--- src/rtl/mem_port_arbiter_if.sv ---
// mem_port_arbiter_if: fetch, data and shared-memory signals of the memory port arbiter
interface mem_port_arbiter_if;
  logic        if_req;
  logic [31:0] if_addr;
  logic [31:0] if_rdata;
  logic        if_ack;
  logic        d_req;
  logic        d_we;
  logic [31:0] d_addr;
  logic [31:0] d_wdata;
  logic [31:0] d_rdata;
  logic        d_ack;
  logic        mem_req;
  logic        mem_we;
  logic [31:0] mem_addr;
  logic [31:0] mem_wdata;
  logic [31:0] mem_rdata;
  logic        mem_ready;
  logic        stall_if;
  logic        stall_mem;
  logic        err;
  modport master (
    input  if_req, if_addr, d_req, d_we, d_addr, d_wdata, mem_rdata, mem_ready,
    output if_rdata, if_ack, d_rdata, d_ack, mem_req, mem_we, mem_addr, mem_wdata,
           stall_if, stall_mem, err
  );
  modport slave (
    output if_req, if_addr, d_req, d_we, d_addr, d_wdata, mem_rdata, mem_ready,
    input  if_rdata, if_ack, d_rdata, d_ack, mem_req, mem_we, mem_addr, mem_wdata,
           stall_if, stall_mem, err
  );
endinterface

--- src/rtl/mem_port_arbiter.sv ---
// mem_port_arbiter: shares one memory port between fetch and data requesters with starvation guard and timeout
module mem_port_arbiter #(
  parameter int STARVE_LIMIT = 4,
  parameter int TIMEOUT      = 15
) (
  input logic                clk,
  input logic                reset,
  mem_port_arbiter_if.master bus
);
  localparam int SW = $clog2(STARVE_LIMIT + 1);
  localparam logic [SW-1:0] STARVE_MAX = SW'(STARVE_LIMIT);
  localparam logic [3:0] TO_LAST = 4'(TIMEOUT - 1);
  typedef enum logic [1:0] {IDLE, BUSY_I, BUSY_D} state_t;
  state_t state, state_nx;
  logic [SW-1:0] starve_cnt;
  logic [3:0] to_cnt;
  logic if_want, d_want, grant_i, grant_d, busy, done, abort, fin;
  assign bus.stall_if  = bus.if_req & ~bus.if_ack;
  assign bus.stall_mem = bus.d_req & ~bus.d_ack;
  // a requester whose ack is showing this cycle is already served and sits out arbitration
  always_comb begin
    if_want  = bus.if_req & ~bus.if_ack;
    d_want   = bus.d_req & ~bus.d_ack;
    grant_i  = state == IDLE && if_want && (!d_want || starve_cnt == STARVE_MAX);
    grant_d  = state == IDLE && d_want && !grant_i;
    busy     = state != IDLE;
    done     = busy && bus.mem_ready;
    abort    = busy && !bus.mem_ready && to_cnt == TO_LAST;
    fin      = done || abort;
    state_nx = grant_i ? BUSY_I : grant_d ? BUSY_D : fin ? IDLE : state;
  end
  always_ff @(posedge clk) begin
    if (reset) state <= IDLE;
    else state <= state_nx;
  end
  always_ff @(posedge clk) begin
    if (reset) begin
      bus.mem_req   <= 1'b0;
      bus.mem_we    <= 1'b0;
      bus.mem_addr  <= '0;
      bus.mem_wdata <= '0;
      bus.if_ack    <= 1'b0;
      bus.d_ack     <= 1'b0;
      bus.if_rdata  <= '0;
      bus.d_rdata   <= '0;
      bus.err       <= 1'b0;
      starve_cnt    <= '0;
      to_cnt        <= '0;
    end else begin
      bus.if_ack <= state == BUSY_I && fin;
      bus.d_ack  <= state == BUSY_D && fin;
      bus.err    <= bus.err | abort;
      if (busy && !bus.mem_ready) to_cnt <= to_cnt + 4'd1;
      if (grant_i || grant_d) begin
        bus.mem_req   <= 1'b1;
        bus.mem_we    <= grant_d & bus.d_we;
        bus.mem_addr  <= grant_i ? bus.if_addr : bus.d_addr;
        bus.mem_wdata <= grant_i ? '0 : bus.d_wdata;
        to_cnt        <= '0;
        starve_cnt    <= (grant_i || !if_want) ? '0 :
                         starve_cnt == STARVE_MAX ? STARVE_MAX : starve_cnt + 1'b1;
      end
      if (fin) bus.mem_req <= 1'b0;
      if (state == BUSY_I && fin) bus.if_rdata <= abort ? '0 : bus.mem_rdata;
      if (state == BUSY_D && (abort || (done && !bus.mem_we))) bus.d_rdata <= abort ? '0 : bus.mem_rdata;
    end
  end
endmodule

--- src/flat_wrapper.sv ---
// flat-port wrapper written by rule: the top's interface ports become plain ports
module mem_port_arbiter_flat 
#(
  parameter int STARVE_LIMIT = 4,
  parameter int TIMEOUT      = 15
)
  (clk, reset, bus_if_req, bus_if_addr, bus_d_req, bus_d_we, bus_d_addr, bus_d_wdata, bus_mem_rdata, bus_mem_ready, bus_if_rdata, bus_if_ack, bus_d_rdata, bus_d_ack, bus_mem_req, bus_mem_we, bus_mem_addr, bus_mem_wdata, bus_stall_if, bus_stall_mem, bus_err);
  mem_port_arbiter_if bus_i ();
  input logic clk;
  input logic reset;
  input wire logic [$bits(bus_i.if_req)-1:0] bus_if_req;
  input wire logic [$bits(bus_i.if_addr)-1:0] bus_if_addr;
  input wire logic [$bits(bus_i.d_req)-1:0] bus_d_req;
  input wire logic [$bits(bus_i.d_we)-1:0] bus_d_we;
  input wire logic [$bits(bus_i.d_addr)-1:0] bus_d_addr;
  input wire logic [$bits(bus_i.d_wdata)-1:0] bus_d_wdata;
  input wire logic [$bits(bus_i.mem_rdata)-1:0] bus_mem_rdata;
  input wire logic [$bits(bus_i.mem_ready)-1:0] bus_mem_ready;
  output wire logic [$bits(bus_i.if_rdata)-1:0] bus_if_rdata;
  output wire logic [$bits(bus_i.if_ack)-1:0] bus_if_ack;
  output wire logic [$bits(bus_i.d_rdata)-1:0] bus_d_rdata;
  output wire logic [$bits(bus_i.d_ack)-1:0] bus_d_ack;
  output wire logic [$bits(bus_i.mem_req)-1:0] bus_mem_req;
  output wire logic [$bits(bus_i.mem_we)-1:0] bus_mem_we;
  output wire logic [$bits(bus_i.mem_addr)-1:0] bus_mem_addr;
  output wire logic [$bits(bus_i.mem_wdata)-1:0] bus_mem_wdata;
  output wire logic [$bits(bus_i.stall_if)-1:0] bus_stall_if;
  output wire logic [$bits(bus_i.stall_mem)-1:0] bus_stall_mem;
  output wire logic [$bits(bus_i.err)-1:0] bus_err;
  assign bus_i.if_req = bus_if_req;
  assign bus_i.if_addr = bus_if_addr;
  assign bus_i.d_req = bus_d_req;
  assign bus_i.d_we = bus_d_we;
  assign bus_i.d_addr = bus_d_addr;
  assign bus_i.d_wdata = bus_d_wdata;
  assign bus_i.mem_rdata = bus_mem_rdata;
  assign bus_i.mem_ready = bus_mem_ready;
  assign bus_if_rdata = bus_i.if_rdata;
  assign bus_if_ack = bus_i.if_ack;
  assign bus_d_rdata = bus_i.d_rdata;
  assign bus_d_ack = bus_i.d_ack;
  assign bus_mem_req = bus_i.mem_req;
  assign bus_mem_we = bus_i.mem_we;
  assign bus_mem_addr = bus_i.mem_addr;
  assign bus_mem_wdata = bus_i.mem_wdata;
  assign bus_stall_if = bus_i.stall_if;
  assign bus_stall_mem = bus_i.stall_mem;
  assign bus_err = bus_i.err;
  mem_port_arbiter #(.STARVE_LIMIT(STARVE_LIMIT), .TIMEOUT(TIMEOUT)) u_core (.clk(clk), .reset(reset), .bus(bus_i));
endmodule
--- config.mk ---
export PLATFORM = sky130hd
export DESIGN_NAME = mem_port_arbiter_flat
export DESIGN_NICKNAME = d
export VERILOG_FILES = /design/src/rtl/mem_port_arbiter_if.sv /design/src/rtl/mem_port_arbiter.sv /design/src/flat_wrapper.sv
export SDC_FILE = /design/constraint.sdc
export NUM_CORES = 1
export LEC_CHECK = 0
export ABC_AREA = 1
export CAP_MARGIN = 20
export CORE_MARGIN = 2
export CORE_UTILIZATION = 35
export DETAILED_ROUTE_END_ITERATION = 10
export GPL_ROUTABILITY_DRIVEN = 1
export PLACE_DENSITY = 0.71
export SYNTH_ARGS = -nofsm -noshare
export SYNTH_HDL_FRONTEND = slang
export SYNTH_SLANG_ARGS = --single-unit
export TNS_END_PERCENT = 1
--- constraint.sdc ---
create_clock -name clk -period 1.44 [get_ports clk]
set_input_delay 0.288 -clock clk [delete_from_list [all_inputs] [get_ports clk]]
set_output_delay 0.288 -clock clk [all_outputs]
set_load 0.005 [all_outputs]
# Yosys cells after proc, flatten, opt, wreduce, memory -nomap -nowiden
# Index checks and enable logic that the tools add are counted.
[classes] n_bitwise=6 n_mux=8 n_eq_ne=4 n_addsub=2 n_reduce_logical=28
[ops] cell="$mux W32" n=3
[ops] cell="$logic_and A1 B1 Y1" n=11
[ops] cell="$mux W3" n=2
[ops] cell="$reduce_or A2 Y1" n=3
[ops] cell="$logic_not A1 Y1" n=5
[ops] cell="$logic_or A1 B1 Y1" n=5
[ops] cell="$add A4 B1 Y4 const B" n=1
[ops] cell="$eq A4 B4 Y1 const B" n=1
[ops] cell="$mux W2" n=2
[ops] cell="$reduce_bool A2 Y1" n=2
[ops] cell="$add A3 B1 Y3 const B" n=1
[ops] cell="$and A1 B1 Y1" n=3
[ops] cell="$eq A3 B3 Y1 const B" n=1
[ops] cell="$reduce_bool A3 Y1" n=1
[ops] cell="$eq A2 B1 Y1 const B" n=1
[ops] cell="$eq A2 B2 Y1 const B" n=1
[ops] cell="$logic_not A2 Y1" n=1
[ops] cell="$not A1 Y1" n=2
[ops] cell="$mux W1" n=1
[ops] cell="$or A1 B1 Y1" n=1
[word_totals] out_inout_bits=135 reg_bits=142 input_bits=134

# Logic depth before layout (Yosys ltp)
# Gate-level depths: netlist of the first run.
[logic_depth] word_depth=9 ltp_mapped=10 ltp_nobuf=9

# Worst setup path before layout of the first run
# Ideal clock, no wire load.
[synth_timing] kind="reg2reg" from="register u_core.starve_cnt[0]" to="register u_core.bus.mem_addr[0]" n_path_buf=1 arrival_ns=1.285 t_required_ns=1.327 path_stages_with_launch=10 path_slack_ns=0.041 cell_sequence="dfxtp_1 > inv_1 > ha_1 > nand2_1 > nand2_1 > nand2_4 > buf_2 > nand2_1 > nand3_1 > nand2_1"
[synth_via] elab_chain_len=6 elab_cells_between_ends=7 cone_classes="eq/ne: 1; mux: 1; reduce/logical: 5"
[synth_rtl] item="from (decl)" line="mem_port_arbiter.sv:15" text="logic [SW-1:0] starve_cnt;"
[synth_rtl] item="from (signal assigned)" line="mem_port_arbiter.sv:60" text="starve_cnt <= (grant_i || !if_want) ? '0 :"
[synth_rtl] item="$eq A3 B3 Y1 *" line="mem_port_arbiter.sv:24" text="grant_i = state == IDLE && if_want && (!d_want || starve_cnt == STARVE_MAX);"
[synth_rtl] item="$logic_or A1 B1 Y1 *" line="mem_port_arbiter.sv:24"
[synth_rtl] item="$logic_and A1 B1 Y1 *" line="mem_port_arbiter.sv:24"
[synth_rtl] item="$logic_not A1 Y1" line="mem_port_arbiter.sv:25" text="grant_d = state == IDLE && d_want && !grant_i;"
[synth_rtl] item="$logic_and A1 B1 Y1" line="mem_port_arbiter.sv:25"
[synth_rtl] item="$logic_or A1 B1 Y1" line="mem_port_arbiter.sv:54" text="if (grant_i || grant_d) begin"
[synth_rtl] item="to (signal assigned)" line="mem_port_arbiter.sv:57" text="bus.mem_addr <= grant_i ? bus.if_addr : bus.d_addr;"
[synth_rtl] item="to (decl)" line="mem_port_arbiter_if.sv:24" text="output if_rdata, if_ack, d_rdata, d_ack, mem_req, mem_we, mem_addr, mem_wdata,"
# Mark *: on every way between the ends. The rest lies on a longest branch, timed or not.
# A chain may end at the register's enable or synchronous reset.

# Worst setup path after layout of the first run
[layout_timing] from="input port bus_d_req" to="output port bus_stall_mem"
[layout_via] elab_chain_len=1
[layout_rtl] item="from (decl)" line="flat_wrapper.sv:13" text="input wire logic [$bits(bus_i.d_req)-1:0] bus_d_req;"
[layout_rtl] item="$and A1 B1 Y1" line="mem_port_arbiter.sv:19" text="assign bus.stall_mem = bus.d_req & ~bus.d_ack;"
[layout_rtl] item="to (decl)" line="flat_wrapper.sv:28" text="output wire logic [$bits(bus_i.stall_mem)-1:0] bus_stall_mem;"
# No other way between the ends.

==> results of run 1 <==
[cell families after synthesis]
logic type                 after synthesis  share of synthesized area
xor gates and xnor gates                 1                    0.00143
DFF                                    142                      0.463
buffers and inverters                  143                      0.109
AOI/OAI and AO/OA                      107                     0.0889
and+or+nand+nor                        436                      0.330
adders and majority gates                4                    0.00815
[worst paths after layout]
kind / cells past startpoint / startpoint / end / slack (ns)
max: 4 / bus_d_req / bus_stall_mem / -0.0002
min reg2reg: 2 / u_core.bus.mem_addr[18] / u_core.bus.mem_addr[18] / 0.45
min: 3 / bus_d_wdata[23] / u_core.bus.mem_wdata[23] / 0.41
max reg2reg: 10 / u_core.to_cnt[0] / u_core.bus.d_rdata[17] / 0.03
[cells in the mapped netlist (all sizes together)]
library cell,n,area [sq um]
or2,2,12.5
buf,45,300
ha,4,50.1
nand3b,32,244
dfxtp,142,2840
o22ai,2,12.5
o21ai,34,174
clkbuf,15,56.3
nand3,71,360
nor2,44,204
a21oi,71,359
nand4,34,228
xnor2,1,8.76
nand2,253,975
inv,83,312
[layout make-up]
cell class	count	area (sq um)	share of cell area
inverter	83	312	0.0318
antenna	1	2.50	0.000255
clock inverter	10	156	0.0159
tap	225	282	0.0287
timing repair buffer	314	3000	0.306
clock buffer	22	494	0.0504
sequential	142	2860	0.291
multi-input combinational	548	2700	0.276
[worst reg2reg max path, cell delays in order (launching register included)]
cell,delay [ns]
dfxtp_2,0.31
inv_1,0.07
ha_1,0.15
nand3_1,0.10
inv_1,0.11
nand2_4,0.08
nand2_4,0.09
buf_12,0.18
nand3_1,0.10
nand2_1,0.08
nor2_1,0.04
[per-layer routing]
metal,vias to the layer above,wire (um),GRT usage
met5,-,0,0
met4,0,446,0.0822
met3,28,1410,0.0570
met2,216,9310,0.348
met1,2874,8150,0.256
li1,3218,-,-
[sequential cells by signal, summed over array words and instances, names as in the netlist]
register	flops
u_core.bus.d_ack	1
u_core.bus.d_rdata	32
u_core.bus.err	1
u_core.bus.if_ack	1
u_core.bus.if_rdata	32
u_core.bus.mem_addr	32
u_core.bus.mem_req	1
u_core.bus.mem_wdata	32
u_core.bus.mem_we	1
u_core.starve_cnt	3
u_core.state	2
u_core.to_cnt	4
[what timing repair did]
action / CTS / global route
pin swaps: 1 / 1
setup endpoints to repair: 192 / 136
resized for setup: 157 / 25
[power groups by stage]
stage	logic, mW	registers, mW	clock network (mW)
2_1_floorplan	1.07	4.51	0
3_3_place_gp	2.47	4.49	0
3_5_place_dp	2.49	4.49	0
4_1_cts	2.31	4.41	4.90
5_1_grt	2.57	4.45	5.03
6_report	2.34	4.41	4.81
==> results.sh, run 1 <==
export IMPL_grt_first_pass_wirelength_um=30500
export IMPL_h_tree_depth=4
export IMPL_crit_fanout=4
export IMPL_postCtsSetupBuffers=0
export IMPL_synthCells=833
export IMPL_fin_nets=1244
export IMPL_ys_ff_latch=142
export IMPL_layout_drive_gt1_share=0.116
export IMPL_min_path_type="in2reg"
export IMPL_n_fill_cell=1616
export IMPL_critPathTopFamily="buffers and inverters"
export IMPL_layout_cells_non_filler=1345
export IMPL_period_minus_slack_ns=1.44
export IMPL_crit_required_ns=1.15
export IMPL_cts_sinks=142
export IMPL_placed_area_sq_um=9240
export IMPL_area_growth_pct=59.8
export IMPL_initial_utilization=0.356
export IMPL_grt_pass1_vias=5961
export IMPL_cts_tree="built"
export IMPL_fin_area_sq_um=9810
export IMPL_dp_cells=1312
export IMPL_first_pass_iters=4
export IMPL_setup_viol=1
export IMPL_vdd_drop_max_uv=813
export IMPL_dp_slack_ns=-0.367
export IMPL_die_area_sq_um=18600
export IMPL_drc=0
export IMPL_postSynthAreaPerCell_sq_um=7.37
export IMPL_worst_pin_slew_ns=0.311
export IMPL_cts_root_buf="clkbuf_16"
export IMPL_max_freq_ghz=0.694
export IMPL_fin_tns_setup_ns=-0.000164
export IMPL_drt_iter0_markers=353
export IMPL_via_count=6336
export IMPL_final_common_cell="nand2_1"
export IMPL_swShare=0.262
export IMPL_grt_max_degree=44
export IMPL_hold_ws_ns=0.413
export IMPL_die_width_um=136
export IMPL_rsz0062_at_grt="true"
export IMPL_insertion_delay_ns=0.41
export IMPL_max_slew_margin=0.793
export IMPL_power_density_nw_per_um2=1180
export IMPL_dp_hpwl_um=13700
export IMPL_outcome="complete, but fails checks"
export IMPL_path_class="in2out"
export IMPL_maxCapViolCount=0
export IMPL_gp_congestion=0.821
export IMPL_cts_buffer_depth=2
export IMPL_ios=269
export IMPL_numCtsBuffers=17
export IMPL_ys_types=29
export IMPL_power_frac_comb=0.202
export IMPL_crit_path_start_kind="input port"
export IMPL_synth_area_sq_um=6140
export IMPL_cp_arrival_ns=1.15
export IMPL_die_y_um=136
export IMPL_ctsHoldBuffers=0
export IMPL_switchingPower_mw=3.03
export IMPL_failed_checks="negative setup slack"
export IMPL_p_total_mw=11.6
export IMPL_cp_cell_sequence="clkdlybuf4s50_1, inv_1, nor2_4, buf_2"
export IMPL_port_buffers=268
export IMPL_overflow=0
export IMPL_ys_warn_count=0
export IMPL_grt_usage=0.209
export IMPL_p_leak_nw=4.84
export IMPL_fin_util=0.569
export IMPL_drt_antenna_violating_nets=0
export IMPL_hold_violations=0
export IMPL_slew_viol_final=0
export IMPL_synth_nets=971
export IMPL_cp_num_buf_inv=3
export IMPL_vias_per_cell=4.71
export IMPL_synth_seq_area_share=0.463
export IMPL_setup_ws_ns=-0.000164
export IMPL_core_area_sq_um=17200
export IMPL_final_cell_mix="nand2_1 (243), clkdlybuf4s50_1 (133), dlygate4sd2_1 (132), dfxtp_1 (129), inv_1 (78)"
export IMPL_grt_antenna_before_repair=1
export IMPL_num_rows=48
export IMPL_clkTransAtPathRegs_ns=0.06
export IMPL_end_kind="output port"
export IMPL_wirelength_um=19300
export IMPL_power_frac_seq=0.382
export IMPL_slowest_delay_ns=0.47
export IMPL_critPathSlowestCell="clkdlybuf4s50_1"
export IMPL_min_period_over_period=1.00
export IMPL_p_int_mw=8.53
export IMPL_clockPowerShare=0.416
export IMPL_fin_worst_skew_ns=0.00782
export IMPL_wire_per_inst_um=14.4
Note: power is estimated with default switching activity, not from simulation.
==> run 2, diff against run 1 <==
--- a/config.mk
+++ b/config.mk
@@ -9,6 +9,7 @@
 export CAP_MARGIN = 20
 export CORE_MARGIN = 2
 export CORE_UTILIZATION = 35
+export CTS_BUF_LIST = sky130_fd_sc_hd__clkbuf_8
 export DETAILED_ROUTE_END_ITERATION = 10
 export GPL_ROUTABILITY_DRIVEN = 1
 export PLACE_DENSITY = 0.71
==> run 2 against run 1 <==
The flow still finishes with violations (negative setup slack). Sequential power about the same. Power down 10%. Count of clock-buffer cells in the layout unchanged. Critical path type is now reg2reg. Largest power group is now sequential cells.
==> results.sh, run 2 (synthesized netlist as in run 1, its figures left out) <==
export IMPL_die_width_um=136
export IMPL_crit_path_start_kind="flip-flop"
export IMPL_crit_required_ns=1.82
export IMPL_n_fill_cell=1627
export IMPL_dp_hpwl_um=13700
export IMPL_cp_cell_sequence="inv_1, ha_1, nand2_2, nand2_2, buf_4, a21oi_1, nand4_1, nand2_1"
export IMPL_cts_root_buf="clkbuf_8"
export IMPL_period_minus_slack_ns=1.44
export IMPL_wirelength_um=19300
export IMPL_worst_pin_slew_ns=0.309
export IMPL_fin_tns_setup_ns=-0.00321
export IMPL_die_area_sq_um=18600
export IMPL_fin_area_sq_um=9660
export IMPL_setup_viol=1
export IMPL_p_total_mw=10.4
export IMPL_setup_ws_ns=-0.00321
export IMPL_die_y_um=136
export IMPL_final_cell_mix="nand2_1 (243), clkdlybuf4s50_1 (133), dlygate4sd2_1 (131), dfxtp_1 (99), inv_1 (78)"
export IMPL_power_density_nw_per_um2=1080
export IMPL_cts_buffer_depth=2
export IMPL_placed_area_sq_um=9240
export IMPL_final_common_cell="nand2_1"
export IMPL_vias_per_cell=4.68
export IMPL_drt_antenna_violating_nets=0
export IMPL_cts_tree="built"
export IMPL_clkTransAtPathRegs_ns=0.08
export IMPL_grt_pass1_vias=5977
export IMPL_port_buffers=268
export IMPL_critPathSlowestCell="dfxtp_1"
export IMPL_grt_first_pass_wirelength_um=30400
export IMPL_fin_worst_skew_ns=0.0123
export IMPL_fin_nets=1244
export IMPL_cts_sinks=142
export IMPL_seqCellArea_sq_um=2900
export IMPL_rsz0062_at_grt="true"
export IMPL_drc=0
export IMPL_max_freq_ghz=0.693
export IMPL_max_slew_margin=0.794
export IMPL_wire_per_inst_um=14.3
export IMPL_drt_iter0_markers=323
export IMPL_layout_drive_gt1_share=0.147
export IMPL_min_path_type="in2reg"
export IMPL_p_leak_nw=4.77
export IMPL_h_tree_depth=4
export IMPL_slowest_delay_ns=0.35
export IMPL_failed_checks="negative setup slack"
export IMPL_cp_common_cell="nand2_2"
export IMPL_postCtsSetupBuffers=0
export IMPL_hold_violations=0
export IMPL_num_rows=48
export IMPL_first_pass_iters=5
export IMPL_crit_fanout=7
export IMPL_end_kind="flip-flop"
export IMPL_layout_cells_non_filler=1345
export IMPL_numCtsBuffers=17
export IMPL_vdd_drop_max_uv=566
export IMPL_ios=269
export IMPL_grt_max_degree=44
export IMPL_outcome="complete, but fails checks"
export IMPL_maxCapViolCount=0
export IMPL_cp_arrival_ns=1.82
export IMPL_multi_input_area_sq_um=2710
export IMPL_grt_antenna_before_repair=1
export IMPL_grt_usage=0.209
export IMPL_dp_cells=1312
export IMPL_initial_utilization=0.356
export IMPL_path_class="reg2reg"
export IMPL_via_count=6293
export IMPL_insertion_delay_ns=0.44
export IMPL_gp_congestion=0.821
export IMPL_core_area_sq_um=17200
export IMPL_area_growth_pct=57.4
export IMPL_min_period_over_period=1.00
export IMPL_slew_viol_final=0
export IMPL_overflow=0
[run 2: cell count changes in the layout (fill, tap and decap cells not counted), sizes merged]
cell           change
dlygate4sd2        -1
clkdlybuf4s15      +1
[run 2: worst max-delay path, delay by kind of cell, from the launching register on]
kind | cells | cell delay [ns]
flip-flops | 1 | 0.35
AO/OA/AOI/OAI | 1 | 0.27
AND/OR/NAND/NOR | 4 | 0.35
adder cells (fa/ha/maj) | 1 | 0.18
buffers and inverters | 2 | 0.24
[run 2: metrics by stage]
stage	util	worst slack (ns)	hold slack (ns)
4_1_cts	0.556	-0.189	0.343
5_1_grt	0.560	-0.111	0.370
6_report	0.561	-0.00321	0.379
3_3_place_gp	0.536	-0.359	0.437
2_1_floorplan	-	0.0413	0.423
3_5_place_dp	0.536	-0.367	0.438
[run 2: what timing repair did]
| action | in CTS | in global routing |
|---|---|---|
| pin swaps | 1 | 1 |
| resized for setup | 187 | 28 |
| setup endpoints to repair | 185 | 138 |
| cloned | 0 | 0 |
| hold buffers | 0 | 0 |
[run 2: final timing paths]
kind / from / endpoint / slack, ns / depth (start not counted)
setup / recovery: u_core.starve_cnt[1] / u_core.starve_cnt[2] / -0.003 / 8
hold / removal: bus_d_wdata[23] / u_core.bus.mem_wdata[23] / 0.38 / 3
setup reg to reg: u_core.starve_cnt[1] / u_core.starve_cnt[2] / -0.003 / 8
hold reg to reg: u_core.bus.mem_addr[18] / u_core.bus.mem_addr[18] / 0.45 / 2
[run 2: layout make-up]
class | instances | share of cell area
diodes | 1 | 0.000259
clock buffers | 22 | 0.0313
clock inverters | 10 | 0.0162
inverters | 83 | 0.0322
multi-input cells | 548 | 0.281
flip-flops and latches | 142 | 0.300
well taps | 225 | 0.0291
repair buffers | 314 | 0.310
[run 2: report_power, final]
| part | total (mW) | switching [mW] | internal (mW) |
|---|---|---|---|
| logic | 2.34 | 1.20 | 1.15 |
| registers | 4.41 | 0.155 | 4.26 |
| clock network | 3.65 | 1.53 | 2.12 |
[run 2: layer usage]
layer  up-vias  wire length [um]  GRT usage
met2       198              9200      0.346
met5         -                 0          0
li1       3212                 -          -
met4         0               482     0.0874
met1      2850              8270      0.254
met3        33              1350     0.0570
